[src/rtl/retospect_lif_cell_if.sv]
// Bundle of the neuron cell's network-facing signals: network reset,
// configuration chain, decay bus, dendrites, axon, potential and FSM debug view.
//
// Chain protocol: there is no valid/ready pair. While config_en is high,
// one bit is taken from bs_in on every clk edge. bs_out always shows the
// current chain tail and is valid combinationally from the cell's register.
interface retospect_lif_cell_if #(
  parameter int NUM_DEND = 4,
  parameter int POT_BITS = 6,
  parameter int SEL_BITS = 3
);
  logic                       reset_nn;
  logic                       config_en;
  logic                       bs_in;
  logic                       bs_out;
  logic [(2**SEL_BITS)-1:0]   clockbus;
  logic [NUM_DEND-1:0]        dendrite;
  logic                       axon;
  logic signed [POT_BITS-1:0] pot;
  // FSM debug view: 0 = INTEGRATE, 1 = FIRE, 2 = REFRACT
  logic [1:0]                 fsm_state;

  modport master (
    output reset_nn, config_en, bs_in, clockbus, dendrite,
    input  bs_out, axon, pot, fsm_state
  );

  modport slave (
    input  reset_nn, config_en, bs_in, clockbus, dendrite,
    output bs_out, axon, pot, fsm_state
  );
endinterface

[src/rtl/retospect_lif_cell.sv]
// Leaky integrate-and-fire neuron cell with signed dendrite weights,
// programmable threshold, saturating membrane potential and a refractory
// period. Configuration arrives through a serial shift chain.
module retospect_lif_cell #(
  parameter int NUM_DEND  = 4,
  parameter int W_BITS    = 4,
  parameter int POT_BITS  = 6,
  parameter int REFR_BITS = 3,
  parameter int SEL_BITS  = 3
) (
  input  logic clk,
  input  logic reset,
  retospect_lif_cell_if.slave lif
);

  localparam int THR_BITS = POT_BITS - 1;
  localparam int CFG_LEN  = NUM_DEND * W_BITS + THR_BITS + REFR_BITS + SEL_BITS;
  localparam int OFF_REFR = SEL_BITS;
  localparam int OFF_THR  = SEL_BITS + REFR_BITS;
  localparam int OFF_W    = OFF_THR + THR_BITS;
  // Wide enough that leaked potential plus every weight cannot overflow.
  localparam int SUM_W    = POT_BITS + W_BITS + $clog2(NUM_DEND);

  localparam logic signed [SUM_W-1:0] MAX_W = SUM_W'((2 ** (POT_BITS - 1)) - 1);
  localparam logic signed [SUM_W-1:0] MIN_W = SUM_W'(-(2 ** (POT_BITS - 1)));
  localparam logic signed [POT_BITS-1:0] MAX_POT = {1'b0, {(POT_BITS-1){1'b1}}};
  localparam logic signed [POT_BITS-1:0] MIN_POT = {1'b1, {(POT_BITS-1){1'b0}}};

  typedef enum logic [1:0] {
    ST_INTEGRATE = 2'd0,
    ST_FIRE      = 2'd1,
    ST_REFRACT   = 2'd2
  } state_t;

  // Chain layout, MSB first: w[0] .. w[NUM_DEND-1], thr, refr, dsel.
  // bs_in enters at the MSB, so the first bit shifted in ends up in dsel[0].
  logic [CFG_LEN-1:0]         cfg_q, cfg_d;
  state_t                     state_q, state_d;
  logic signed [POT_BITS-1:0] pot_q, pot_d;
  logic [REFR_BITS-1:0]       cnt_q, cnt_d;
  logic                       axon_q, axon_d;

  logic [SEL_BITS-1:0]        dsel;
  logic [REFR_BITS-1:0]       refr;
  logic [THR_BITS-1:0]        thr;
  logic signed [W_BITS-1:0]   w [NUM_DEND];

  assign dsel = cfg_q[0 +: SEL_BITS];
  assign refr = cfg_q[OFF_REFR +: REFR_BITS];
  assign thr  = cfg_q[OFF_THR +: THR_BITS];

  for (genvar gi = 0; gi < NUM_DEND; gi++) begin : g_w
    assign w[gi] = cfg_q[OFF_W + (NUM_DEND - 1 - gi) * W_BITS +: W_BITS];
  end

  logic                       decay;
  logic signed [POT_BITS-1:0] leaked;
  logic signed [SUM_W-1:0]    sum;
  logic signed [SUM_W-1:0]    next_wide;
  logic signed [POT_BITS-1:0] next_sat;
  logic                       fire_hit;

  assign decay  = lif.clockbus[dsel];
  assign leaked = decay ? (pot_q >>> 1) : pot_q;

  // Signed sum of the weights of every active dendrite.
  always_comb begin
    sum = '0;
    for (int i = 0; i < NUM_DEND; i++) begin
      if (lif.dendrite[i]) begin
        sum = sum + $signed({{(SUM_W-W_BITS){w[i][W_BITS-1]}}, w[i]});
      end
    end
  end

  // Add leaked potential, saturate to the potential range, compare to threshold.
  always_comb begin
    next_wide = $signed({{(SUM_W-POT_BITS){leaked[POT_BITS-1]}}, leaked}) + sum;
    if (next_wide > MAX_W) begin
      next_sat = MAX_POT;
    end else if (next_wide < MIN_W) begin
      next_sat = MIN_POT;
    end else begin
      next_sat = next_wide[POT_BITS-1:0];
    end
    // thr is unsigned; the zero MSB keeps it non-negative in the signed compare.
    fire_hit = (next_sat >= $signed({1'b0, thr}));
  end

  // Next-state and next-output logic: reset_nn > config_en > run.
  always_comb begin
    cfg_d   = cfg_q;
    state_d = state_q;
    pot_d   = pot_q;
    cnt_d   = cnt_q;
    axon_d  = 1'b0;
    if (lif.reset_nn) begin
      state_d = ST_INTEGRATE;
      pot_d   = '0;
      cnt_d   = '0;
    end else if (lif.config_en) begin
      // Dynamic state is frozen while the chain shifts, refractory count included.
      cfg_d = {lif.bs_in, cfg_q[CFG_LEN-1:1]};
    end else begin
      unique case (state_q)
        ST_INTEGRATE: begin
          if (fire_hit) begin
            state_d = ST_FIRE;
            pot_d   = '0;
            axon_d  = 1'b1;
          end else begin
            pot_d = next_sat;
          end
        end
        ST_FIRE: begin
          if (refr == '0) begin
            state_d = ST_INTEGRATE;
          end else begin
            state_d = ST_REFRACT;
            cnt_d   = refr;
          end
        end
        ST_REFRACT: begin
          pot_d = '0;
          cnt_d = cnt_q - REFR_BITS'(1);
          if (cnt_q == REFR_BITS'(1)) begin
            state_d = ST_INTEGRATE;
          end
        end
        default: begin
          state_d = ST_INTEGRATE;
          pot_d   = '0;
          cnt_d   = '0;
        end
      endcase
    end
  end

  // State register; full reset also clears the configuration chain.
  always_ff @(posedge clk) begin
    if (reset) begin
      cfg_q   <= '0;
      state_q <= ST_INTEGRATE;
      pot_q   <= '0;
      cnt_q   <= '0;
      axon_q  <= 1'b0;
    end else begin
      cfg_q   <= cfg_d;
      state_q <= state_d;
      pot_q   <= pot_d;
      cnt_q   <= cnt_d;
      axon_q  <= axon_d;
    end
  end

  assign lif.bs_out    = cfg_q[0];
  assign lif.axon      = axon_q;
  assign lif.pot       = pot_q;
  assign lif.fsm_state = state_q;

endmodule
[src/flat_wrapper.sv]
// flat-port wrapper written by rule: the top's interface ports become plain ports
module retospect_lif_cell_flat 
#(
  parameter int NUM_DEND  = 4,
  parameter int W_BITS    = 4,
  parameter int POT_BITS  = 6,
  parameter int REFR_BITS = 3,
  parameter int SEL_BITS  = 3
)
  (clk, reset, lif_reset_nn, lif_config_en, lif_bs_in, lif_clockbus, lif_dendrite, lif_bs_out, lif_axon, lif_pot, lif_fsm_state);
  retospect_lif_cell_if #(.NUM_DEND(NUM_DEND), .POT_BITS(POT_BITS), .SEL_BITS(SEL_BITS)) lif_i ();
  input  logic clk;
  input  logic reset;
  input wire logic [$bits(lif_i.reset_nn)-1:0] lif_reset_nn;
  input wire logic [$bits(lif_i.config_en)-1:0] lif_config_en;
  input wire logic [$bits(lif_i.bs_in)-1:0] lif_bs_in;
  input wire logic [$bits(lif_i.clockbus)-1:0] lif_clockbus;
  input wire logic [$bits(lif_i.dendrite)-1:0] lif_dendrite;
  output wire logic [$bits(lif_i.bs_out)-1:0] lif_bs_out;
  output wire logic [$bits(lif_i.axon)-1:0] lif_axon;
  output wire logic [$bits(lif_i.pot)-1:0] lif_pot;
  output wire logic [$bits(lif_i.fsm_state)-1:0] lif_fsm_state;
  assign lif_i.reset_nn = lif_reset_nn;
  assign lif_i.config_en = lif_config_en;
  assign lif_i.bs_in = lif_bs_in;
  assign lif_i.clockbus = lif_clockbus;
  assign lif_i.dendrite = lif_dendrite;
  assign lif_bs_out = lif_i.bs_out;
  assign lif_axon = lif_i.axon;
  assign lif_pot = lif_i.pot;
  assign lif_fsm_state = lif_i.fsm_state;
  retospect_lif_cell #(.NUM_DEND(NUM_DEND), .W_BITS(W_BITS), .POT_BITS(POT_BITS), .REFR_BITS(REFR_BITS), .SEL_BITS(SEL_BITS)) u_core (.clk(clk), .reset(reset), .lif(lif_i));
endmodule
[config.mk]
export PLATFORM = sky130hd
export DESIGN_NAME = retospect_lif_cell_flat
export DESIGN_NICKNAME = d
export VERILOG_FILES = /design/src/rtl/retospect_lif_cell_if.sv /design/src/rtl/retospect_lif_cell.sv /design/src/flat_wrapper.sv
export SDC_FILE = /design/constraint.sdc
export NUM_CORES = 1
export LEC_CHECK = 0
export CORE_MARGIN = 5
export CORE_UTILIZATION = 45
export DETAILED_ROUTE_END_ITERATION = 7
export GPL_ROUTABILITY_DRIVEN = 0
export PLACE_DENSITY = 0.7
export SYNTH_ARGS = -nofsm -noshare
export SYNTH_HDL_FRONTEND = slang
export SYNTH_SLANG_ARGS = --single-unit
export TNS_END_PERCENT = 1
[constraint.sdc]
create_clock -name clk -period 10.09 [get_ports clk]
set_clock_uncertainty 0.1 [all_clocks]
set_input_delay 2.018 -clock clk [delete_from_list [all_inputs] [get_ports clk]]
set_output_delay 2.018 -clock clk [all_outputs]
set_load 0.01 [all_outputs]
### Word level (Yosys, flattened, before mapping)

Cells that the tools add are included.

| cells by class | value |
|---|---|
| reductions and logical operators | 8 |
| bitwise operators | 4 |
| mux-type cells | 18 |
| eq/ne operators | 6 |
| $add $sub $neg | 5 |
| order comparisons | 4 |

Operator list:

| kind | count |
|---|---|
| $mux W12 | 4 |
| $add A12 B4 Y12 | 3 |
| $mux W6 | 3 |
| $add A6 B12 Y12 | 1 |
| $gt A12 B6 Y1 const B | 1 |
| $lt A12 B6 Y1 const B | 1 |
| $pmux W6 S2 | 1 |
| $pmux W3 S3 | 1 |
| $ge A6 B6 Y1 | 1 |
| $mux W2 | 3 |
| $pmux W2 S3 | 1 |
| $reduce_and A3 Y1 | 2 |
| $mux W5 | 1 |
| $lt A3 B4 Y1 const B | 1 |
| $ne A2 B1 Y1 const B | 2 |
| $not A1 Y1 | 4 |
| $reduce_and A2 Y1 | 2 |
| $reduce_or A4 Y1 | 1 |
| $bmux W1 S3 | 1 |
| $eq A3 B1 Y1 const B | 1 |
| $logic_not A3 Y1 | 1 |
| $mux W3 | 1 |
| $sub A3 B1 Y3 const B | 1 |
| $eq A2 B1 Y1 const B | 1 |
| 5 further kinds | 6 |

| word-level totals | value |
|---|---|
| bits of input ports | 17 |
| output and inout port bits | 10 |
| register bits | 39 |

### Depth between registers and ports, before layout

Gate-level depths: netlist of run 1.

| logic depth | value |
|---|---|
| depth in word-level cells | 14 |
| gate-level depth with buffers | 42 |

### Worst setup path before layout of run 1

No wires, ideal clock.

| timing | value |
|---|---|
| kind | input to register |
| from | input port lif_dendrite[0] |
| to | register u_core.pot_q[0] (netlist: u_core.lif.pot[0]) |
| required time | 9.931 ns |
| stages | 38 |
| buffers on the path | 0 |
| data arrival time | 9.791 ns |
| setup slack | 0.139 ns |
| path through | and2_1 -> ha_1 -> fa_1 -> nand3_1 -> o21ai_0 -> a211oi_1 -> fa_1 -> o21ai_0 -> ha_1 -> a21boi_0 -> o21ai_0 -> a21boi_0 -> o21a_1 -> or3_1 -> a31o_2 -> ha_1 -> o211ai_1 -> o31ai_1 -> [2 not listed] -> ha_1 -> a21o_1 -> a21oi_1 -> o21ai_0 -> xnor2_1 -> xnor3_2 -> a41o_4 -> and2_2 -> ha_1 -> nand2b_1 -> a21o_1 -> a21o_1 -> a21o_1 -> a21oi_1 -> nand2_1 -> nor2_1 -> a31o_1 -> a221o_1 |

| between the ends | value |
|---|---|
| word-level cells in the longest chain between the ends | 14 |
| elaborated cells on any way between the ends | 15 |
| classes of those cells | add/sub (4); order compare (3); mux (8) |

RTL lines:

| item | line | RTL |
|---|---|---|
| start: declaration | flat_wrapper.sv:18 | `input wire logic [$bits(lif_i.dendrite)-1:0] lif_dendrite;` |
| $mux W12 (*) | retospect_lif_cell.sv:70 | `if (lif.dendrite[i]) begin` |
| $add A12 B4 Y12 | retospect_lif_cell.sv:71 | `sum = sum + $signed({{(SUM_W-W_BITS){w[i][W_BITS-1]}}, w[i]});` |
| $mux W12 (*) | retospect_lif_cell.sv:70 |  |
| $add A12 B4 Y12 | retospect_lif_cell.sv:71 |  |
| $mux W12 (*) | retospect_lif_cell.sv:70 |  |
| $add A12 B4 Y12 | retospect_lif_cell.sv:71 |  |
| $mux W12 (*) | retospect_lif_cell.sv:70 |  |
| $add A6 B12 Y12 (*) | retospect_lif_cell.sv:78 | `next_wide = $signed({{(SUM_W-POT_BITS){leaked[POT_BITS-1]}}, leaked}) + sum;` |
| $lt A12 B6 Y1 | retospect_lif_cell.sv:81 | `end else if (next_wide < MIN_W) begin` |
| $mux W6 | retospect_lif_cell.sv:81 |  |
| $mux W6 (*) | retospect_lif_cell.sv:79 | `if (next_wide > MAX_W) begin` |
| $ge A6 B6 Y1 | retospect_lif_cell.sv:87 | `fire_hit = (next_sat >= $signed({1'b0, thr}));` |
| $mux W6 (*) | retospect_lif_cell.sv:107 | `if (fire_hit) begin` |
| $pmux W6 S2 (*) | retospect_lif_cell.sv:105 | `unique case (state_q)` |
| end signal: assignment | retospect_lif_cell.sv:150 | `pot_q <= pot_d;` |
| end: declaration | retospect_lif_cell.sv:39 | `logic signed [POT_BITS-1:0] pot_q, pot_d;` |

Every way passes the cells marked *; elsewhere a longest branch is shown, timed or not.
A chain may end at the register's enable or synchronous reset.

### Worst setup path in the final report of run 1

| timing | value |
|---|---|
| from | input port lif_dendrite[0] |
| to | register u_core.state_q[1] (netlist: u_core.lif.fsm_state[1]) |

| between the ends | value |
|---|---|
| word-level cells in the longest chain between the ends | 14 |
| elaborated cells on any way between the ends | 15 |
| classes of those cells | add/sub (4); order compare (3); eq/ne (1); mux (6); reduce/logical (1) |

RTL lines:

| item | line | RTL |
|---|---|---|
| $mux W12 (*) | retospect_lif_cell.sv:70 |  |
| $add A12 B4 Y12 | retospect_lif_cell.sv:71 |  |
| $mux W12 (*) | retospect_lif_cell.sv:70 |  |
| $add A12 B4 Y12 | retospect_lif_cell.sv:71 |  |
| $mux W12 (*) | retospect_lif_cell.sv:70 |  |
| $add A12 B4 Y12 | retospect_lif_cell.sv:71 |  |
| $mux W12 (*) | retospect_lif_cell.sv:70 |  |
| $add A6 B12 Y12 (*) | retospect_lif_cell.sv:78 |  |
| $lt A12 B6 Y1 | retospect_lif_cell.sv:81 |  |
| $mux W6 | retospect_lif_cell.sv:81 |  |
| $mux W6 (*) | retospect_lif_cell.sv:79 |  |
| $ge A6 B6 Y1 (*) | retospect_lif_cell.sv:87 |  |
| $ne A2 B1 Y1 (no source line) (*) | -- |  |
| $reduce_and A3 Y1 (no source line) (*) | -- |  |
| end signal: assignment | retospect_lif_cell.sv:149 | `state_q <= state_d;` |
| end: declaration | retospect_lif_cell.sv:38 | `state_t state_q, state_d;` |

Marked as above.

==> impl_metrics.yaml, run 1 <==
run_status:
  status: "finished clean"
setup_path:
  crit_top_cell: "a21o_1"
  cp-start-kind: "input pin"
  cpPeakStageDelay_ns: 0.46
  critPathMaxFanout: 3
  slowest_stage: "fa_1"
  critPathCaptureType: "flip-flop"
  worstPathRequired_ns: 10.22
  path_class: "in2reg"
  regToRegSetupSlack_ns: 2.13
  critical_path_arrival_ns: 9.91
yosys:
  synth_common_cells: "92 x nand2_1, 58 x a21oi_1, 51 x ha_1"
  synth_top_area_share_pct: 19.3
  synthArstFlopShare_pct: 0
  synth.avg_cell_area_sq_um: 7.82
  ys_seq_area_share_pct: 19.3
  yosysWarnings: 0
  synth_fp_nets: 590
  syn_inst: 516
  netlist_area_sq_um: 4040
  synth_edf_count: 0
  ys_types: 60
  synth_top_flop_cell: "dfxtp_1"
  ys_seq_elements: 39
  synth.most_common_cell: "nand2_1"
  synthTopCellsByArea: "dfxtp_1 19%, ha_1 16%, nand2_1 8.6%"
  yosys.area.top_type: "dfxtp_1"
pwr:
  power_uw: 388
  power_density_nw_per_um2: 77.3
  vdd_drop_max_v: 0.0000896
  leakage_nw: 2.19
grt:
  grt_util_all_layers_pct: 17.0
  grt_pass1_vias: 3768
  grt_use_met2_pct: 31.2
  grt_max_degree: 30
  gr-usage-met1_pct: 20.9
  grt.overflow.total: 0
  antenna_found_initial: 0
  grt.busiest_layer: "met2"
  gr-usage-met3_pct: 1.60
  grt_pass1_wl_um: 16200
sta:
  slew_violations: 0
  slew_headroom_pct: 31.1
  final_hold_viol_count: 0
  clock.fmax_mhz: 102
  finalSetupViolCount: 0
  period_share_pct: 96.9
  tightestPinTransition_ns: 1.03
  period_needed_ns: 9.78
routing:
  wl_per_cell_um: 14.0
  num_vias: 3834
  dr.pass1.iters: 4
  routed_wl_um: 9690
  drc: 0
  ant_nets: 0
  vias_per_cell: 5.53
  drtIter0Drc: 150
min_path:
  min_path_type: "reg2reg"
clocking:
  cts_tree: "yes"
  clockBufferDepth: 2
  numCtsBuffers: 5
  clock_latency_ns: 0.29
  h-tree-depth: 2
  cts_root_buf: "clkbuf_8"
  ctsHoldBuffers: 0
  clk_pin_slew_ns: 0.07
  clock-sinks: 39
die:
  fp.coreArea_sq_um: 8720
  dieArea_sq_um: 11000
  io_pins: 27
  fp.dieW_um: 105
  die_h_um: 105
  start_util_pct: 46.3
  row_count: 34
place:
  io_buffer_count: 26
  placed_cell_area_sq_um: 4740
  dp_hpwl_um: 7520
  place_inst: 682
final_layout:
  drive_gt1_share_pct: 20.2
  final_cells: 693
  area_delta_synth_final_pct: 24.4
  stdcell_area_sq_um: 5020
  finalNetCount: 658
  final.fill_count: 789
  n_antenna_cell: 0
job:
  cap_violations: 0
worst max-delay path: cells and delay by family:
family          cells  cell delay (ns)
buf+inv             2             0.54
xor+xnor            3             0.64
fa+ha+maj           7             2.02
compound gates     20             3.19
simple gates        5             0.90
mux                 2             0.59
layout make-up:
cell class	count	area (sq um)	share of cell area (%)
multi-input combinational	431	3220	64.2
sequential	39	781	15.6
timing repair buffer	79	658	13.1
tap	108	135	2.69
inverter	28	105	2.09
clock buffer	5	68.8	1.37
clock inverter	3	47.5	0.947
metrics by stage:
stage               hold WS [ns]  TNS [ns]  utilization [%]  worst slack [ns]
detailed placement         0.363     -2.50             54.3            -0.418
CTS                        0.375         0             55.7           0.00382
floorplan                  0.341         0                -             0.139
finish                     0.375         0             57.5             0.313
global route               0.400    -0.419             57.5            -0.112
global placement           0.359     -1.02             54.3            -0.196
flip-flops by register name, indices dropped and copies added, names as in the netlist:
signal	flops
u_core.cfg_q	27
u_core.lif.pot	6
u_core.cnt_q	3
u_core.lif.fsm_state	2
u_core.lif.axon	1
logic make-up (layout without fill, tap and decap cells):
kind of cell	count (synthesis)	in the layout	share of synthesized area, %
adders and majority gates	58	58	19.0
and+or+nand+nor	159	159	18.2
buffers and inverters	46	115	4.28
DFF	39	39	19.3
muxes	22	22	6.57
AOI/OAI and AO/OA	161	161	25.5
xor gates and xnor gates	31	31	7.10
metal layers:
layer  wire length [um]  part of all wire, %
met1               4320                   45
met2               5010                   52
met3                182                  1.9
met4                180                  1.9
met5                  0                    0
path summary, 6_finish.rpt:
kind,end,start,cells past startpoint
setup / recovery,u_core.lif.fsm_state[1]$_SDFFE_PP0P_,lif_dendrite[0],39
hold / removal,u_core.cfg_q[9]$_SDFFE_PP0P_,u_core.cfg_q[10]$_SDFFE_PP0P_,2
setup reg to reg,u_core.lif.fsm_state[1]$_SDFFE_PP0P_,u_core.cfg_q[23]$_SDFFE_PP0P_,38
hold reg to reg,u_core.cfg_q[9]$_SDFFE_PP0P_,u_core.cfg_q[10]$_SDFFE_PP0P_,2
cells in the final DEF, fill, tap and decap left out, drive strengths merged, types with 7 or more instances in the layout:
cell type and instances:
a21o 14, a21oi 59, buf 53, clkdlybuf4s50 26, dfxtp 39, ha 51
inv 29, mux2 16, nand2 92, nand2b 7, nor2 20, nor2b 7
nor3 8, o21ai 37, xnor2 21, xor2 9
where the power goes:
| part | leakage, nW | switching, mW | internal (mW) |
|---|---|---|---|
| logic | 1.81 | 0.0491 | 0.0484 |
| clock network | 0.0587 | 0.0577 | 0.0749 |
| registers | 0.314 | 0.00200 | 0.156 |
repair_timing:
action | in CTS | in global routing
setup buffers | 0 | 3
gates resized for setup | 2 | 35
setup endpoints to repair | 6 | 8
pin swaps | 3 | 16
No activity file was read; power rests on OpenSTA's default activity.
==> run 2, diff against run 1 <==
--- a/config.mk
+++ b/config.mk
@@ -5,7 +5,7 @@
 export SDC_FILE = /design/constraint.sdc
 export NUM_CORES = 1
 export LEC_CHECK = 0
-export CORE_MARGIN = 5
+export CORE_MARGIN = 2
 export CORE_UTILIZATION = 45
 export DETAILED_ROUTE_END_ITERATION = 7
 export GPL_ROUTABILITY_DRIVEN = 0
==> run 2 against run 1 <==
Effect of this change:
- setup slack gained 0.30 ns
- largest cell class unchanged
- register-to-register slack lost 0.02 ns
- critical path depth is the same
- combinational power grew 0.5%
==> impl_metrics.yaml, run 2 (synthesized netlist as in run 1, its figures left out) <==
setup_path:
  critPathMaxFanout: 5
  crit_top_cell: "a21o_1"
  rr_worst_depth: 38
  cpPeakStageDelay_ns: 0.46
  cp-start-kind: "input pin"
  critical_path_arrival_ns: 9.61
  worstPathRequired_ns: 10.22
  critPathCaptureType: "flip-flop"
  path_class: "in2reg"
  regToRegSetupSlack_ns: 2.11
  slowest_stage: "fa_1"
routing:
  vias_per_cell: 5.61
  dr.pass1.iters: 4
  num_vias: 3885
  wl_per_cell_um: 13.7
  ant_nets: 0
  drc: 0
  routed_wl_um: 9510
  drtIter0Drc: 143
pwr:
  power_density_nw_per_um2: 76.9
  clkPwrFrac_pct: 34.1
  leakage_nw: 2.20
  switchingPower_uw: 109
  p_seq_share_pct: 40.6
  p_comb_share_pct: 25.3
  switching_share_pct: 28.0
  intPower_uw: 279
  vdd_drop_max_v: 0.0000812
clocking:
  clockBufferDepth: 2
  clk_pin_slew_ns: 0.08
  cts_root_buf: "clkbuf_8"
  numCtsBuffers: 5
  h-tree-depth: 2
  clock_latency_ns: 0.29
  cts_tree: "yes"
  clock-sinks: 39
grt:
  antenna_found_initial: 0
  grt_util_all_layers_pct: 19.5
  grt_pass1_vias: 3707
  grt_pass1_wl_um: 16300
  grt.overflow.total: 0
  grt_max_degree: 30
final_layout:
  finalNetCount: 658
  final_common_cell: "nand2_1"
  area_delta_synth_final_pct: 25.0
  top_register: "u_core.cfg_q"
  stdcell_area_sq_um: 5040
  final_util_pct: 57.8
  drive_gt1_share_pct: 20.9
  final_cells: 693
  layout_common_cells: "91 x nand2_1, 54 x a21oi_1, 52 x buf_4, 47 x ha_1, 39 x dfxtp_1"
  largest_register_ffs: 27
  n_antenna_cell: 0
die:
  start_util_pct: 46.3
  dieArea_sq_um: 9740
  fp.coreArea_sq_um: 8720
  die_h_um: 98.7
  fp.dieW_um: 98.7
  io_pins: 27
  row_count: 34
sta:
  whs_ns: 0.372
  tightestPinTransition_ns: 0.984
  final_hold_viol_count: 0
  period_share_pct: 94.0
  fin_setup_tns_ns: 0
  rsz0062_at_grt: "no"
  finalSetupViolCount: 0
  slew_headroom_pct: 34.2
  slew_violations: 0
  period_needed_ns: 9.48
  clock.fmax_mhz: 105
min_path:
  whs_path_depth: 2
  min_path_type: "reg2reg"
job:
  cap_violations: 0
place:
  placed_cell_area_sq_um: 4740
  dp_hpwl_um: 7440
  io_buffer_count: 26
  place_inst: 682
run_status:
  status: "finished clean"
[run 2: worst paths after layout]
path                                                       end                     startpoint
worst max-delay path            u_core.lif.pot[2]$_SDFFE_PP0P_                lif_dendrite[0]
worst min-delay path              u_core.cfg_q[8]$_SDFFE_PP0P_   u_core.cfg_q[9]$_SDFFE_PP0P_
worst max register to register  u_core.lif.pot[2]$_SDFFE_PP0P_  u_core.cfg_q[23]$_SDFFE_PP0P_
worst min register to register    u_core.cfg_q[8]$_SDFFE_PP0P_   u_core.cfg_q[9]$_SDFFE_PP0P_
[run 2: power by group through the flow]
stage	Clock, mW	Sequential (mW)	Combinational [mW]
5_1_grt	0.143	0.158	0.110
6_report	0.132	0.158	0.0980
3_3_place_gp	0	0.161	0.0918
2_1_floorplan	0	0.162	0.0603
3_5_place_dp	0	0.161	0.0942
4_1_cts	0.136	0.158	0.0949
[run 2: cell type report]
class,instances,area [sq um]
clock buffers,5,68.8
inverters,28,105
fillers,792,3680
multi-input cells,431,3240
clock inverters,3,47.5
flip-flops and latches,39,781
repair buffers,79,664
well taps,108,135
[run 2: per-layer routing]
metal	global-route usage (%)	share of wire (%)
met5	0	0
met3	2.06	2.3
met4	3.48	1.2
met2	35.0	50
met1	25.6	46
[run 2: repair_timing]
action / 4_1_cts / 5_1_grt
pin swaps: 1 / 24
setup buffers: 0 / 3
resized for setup: 3 / 45
endpoints found under the setup margin: 7 / 8
hold buffers: 0 / 0
[run 2: critical path, delay by kind of cell]
family / cells / cell delay, ns
AO/OA/AOI/OAI: 19 / 3.32
XOR/XNOR: 3 / 0.67
adder cells (fa/ha/maj): 7 / 2.03
buffers and inverters: 1 / 0.13
multiplexers: 1 / 0.29
AND/OR/NAND/NOR: 8 / 1.14
[run 2: metrics by stage]
stage	power, mW	setup WS (ns)
CTS	0.388	0.0190
global route	0.411	0.198
global placement	0.253	-0.206
detailed placement	0.255	-0.501
finish	0.388	0.609
floorplan	0.222	0.139
==> run 3, diff against run 2 <==
--- a/config.mk
+++ b/config.mk
@@ -9,7 +9,8 @@
 export CORE_UTILIZATION = 45
 export DETAILED_ROUTE_END_ITERATION = 7
 export GPL_ROUTABILITY_DRIVEN = 0
-export PLACE_DENSITY = 0.7
+export GPL_TIMING_DRIVEN = 0
+export PLACE_DENSITY = 0.68
 export SYNTH_ARGS = -nofsm -noshare
 export SYNTH_HDL_FRONTEND = slang
 export SYNTH_SLANG_ARGS = --single-unit
==> constraint.sdc (replaced) <==
create_clock -name clk -period 11.6 [get_ports clk]
set_clock_uncertainty 0.1 [all_clocks]
set_input_delay 2.32 -clock clk [delete_from_list [all_inputs] [get_ports clk]]
set_output_delay 2.32 -clock clk [all_outputs]
set_load 0.01 [all_outputs]
==> run 3 against run 2 <==
Effect of this change:
- hold slack better by 0.0044 ns
- sequential power shrank 13%
- total power decreased by 10%
- die area unchanged
- flip-flop and latch count unchanged
- sequential share of layout area rose by 1.5 points
- via count down 5.4%
- first-iteration DRC count rose by 4.9%
- final area shrank 9.0%
- final cell count fell by 4.8%
- combinational power down 21%
- non-clock buffer count decreased by 33
==> impl_metrics.yaml, run 3 (synthesized netlist as in run 1, its figures left out) <==
die:
  dieArea_sq_um: 9740
  die_h_um: 98.7
  start_util_pct: 46.3
  row_count: 34
  fp.coreArea_sq_um: 8720
  fp.dieW_um: 98.7
  io_pins: 27
final_layout:
  n_antenna_cell: 0
  final_common_cell: "nand2_1"
  finalNetCount: 625
  drive_gt1_share_pct: 8.15
  largest_register_ffs: 27
  top_register: "u_core.cfg_q"
  stdcell_area_sq_um: 4590
  area_delta_synth_final_pct: 13.8
  final_cells: 660
  layout_common_cells: "92 x nand2_1, 57 x a21oi_1, 51 x ha_1, 39 x dfxtp_1, 31 x o21ai_0"
job:
  cap_violations: 0
clocking:
  h-tree-depth: 2
  clockBufferDepth: 2
  clock-sinks: 39
  cts_root_buf: "clkbuf_8"
  numCtsBuffers: 5
  cts_tree: "yes"
  clock_latency_ns: 0.29
  clk_pin_slew_ns: 0.07
setup_path:
  critPathCaptureType: "flip-flop"
  crit_top_cell: "ha_1"
  slowest_stage: "clkdlybuf4s50_1"
  critical_path_arrival_ns: 11.16
  critPathMaxFanout: 6
  path_class: "in2reg"
  cp-start-kind: "input pin"
  cpPeakStageDelay_ns: 0.51
  regToRegSetupSlack_ns: 2.86
  worstPathRequired_ns: 11.73
routing:
  dr.pass1.iters: 4
  drc: 0
  routed_wl_um: 9080
  vias_per_cell: 5.57
  ant_nets: 0
  drtIter0Drc: 150
  num_vias: 3677
  wl_per_cell_um: 13.8
min_path:
  min_path_type: "reg2reg"
sta:
  slew_headroom_pct: 48.0
  rsz0062_at_grt: "no"
  tightestPinTransition_ns: 0.771
  finalSetupViolCount: 0
  clock.fmax_mhz: 90.7
  slew_violations: 0
  period_share_pct: 95.1
  final_hold_viol_count: 0
  period_needed_ns: 11.03
place:
  dp_hpwl_um: 7230
  io_buffer_count: 26
  placed_cell_area_sq_um: 4430
  place_inst: 650
pwr:
  power_uw: 347
  p_seq_share_pct: 39.5
  switchingPower_uw: 90.4
  p_comb_share_pct: 22.2
  vdd_drop_max_v: 0.0000736
  clkPwrFrac_pct: 38.3
  intPower_uw: 257
  power_density_nw_per_um2: 75.7
  leakage_nw: 1.95
  switching_share_pct: 26.0
run_status:
  status: "finished clean"
grt:
  grt_max_degree: 14
  antenna_found_initial: 0
  grt_util_all_layers_pct: 19.4
  grt_pass1_wl_um: 15900
  grt_pass1_vias: 3592
  grt.overflow.total: 0
==> run 3: power groups by stage <==
stage,clock network [mW],logic (mW),registers [mW]
finish,0.133,0.0771,0.137
global placement,0,0.0735,0.140
CTS,0.138,0.0754,0.137
global route,0.143,0.0862,0.137
detailed placement,0,0.0751,0.140
floorplan,0,0.0525,0.141
==> run 3: final timing paths <==
path	start	to	cells past startpoint
max	lif_dendrite[0]	u_core.lif.pot[1]$_SDFFE_PP0P_	39
min	u_core.cfg_q[9]$_SDFFE_PP0P_	u_core.cfg_q[8]$_SDFFE_PP0P_	2
max reg2reg	u_core.cfg_q[23]$_SDFFE_PP0P_	u_core.lif.pot[1]$_SDFFE_PP0P_	38
min reg2reg	u_core.cfg_q[9]$_SDFFE_PP0P_	u_core.cfg_q[8]$_SDFFE_PP0P_	2
==> run 3: what timing repair did <==
action,CTS,global route
hold buffers,0,0
gates resized for setup,0,8
setup buffers,0,2
endpoints found under the setup margin,0,8
==> run 3: routing by layer <==
layer	GRT usage [%]	vias to the layer above	wire length, um
met4	4.64	0	133
li1	-	1905	-
met3	2.48	13	201
met1	24.7	1710	4290
met2	35.0	49	4460
met5	0	-	0
==> run 3: worst max-delay path, delay by kind of cell <==
kind            cells  cell delay [ns]
compound gates     19             3.57
fa+ha+maj           7             2.38
simple gates        8             1.39
xor+xnor            3             0.68
buf+inv             1             0.51
mux                 1             0.27
==> run 3: per-stage QoR <==
stage                     setup WS [ns]  setup TNS [ns]  hold WS, ns  utilization, %
after floorplan                    1.35               0        0.341               -
after global placement          -0.0582          -0.274        0.356            50.8
after detailed placement         -0.223           -1.08        0.368            50.8
after CTS                        0.0636               0        0.374            52.3
after global routing             0.0160               0        0.399            52.6
final                             0.574               0        0.377            52.6
==> run 3: area by class of cell <==
class | count | area (sq um)
fill | 856 | 4130
multi-input combinational | 431 | 3090
sequential | 39 | 781
timing repair buffer | 28 | 275
tap | 108 | 135
inverter | 28 | 105
clock buffer | 6 | 72.6
buffer | 18 | 67.6
clock inverter | 2 | 60.1
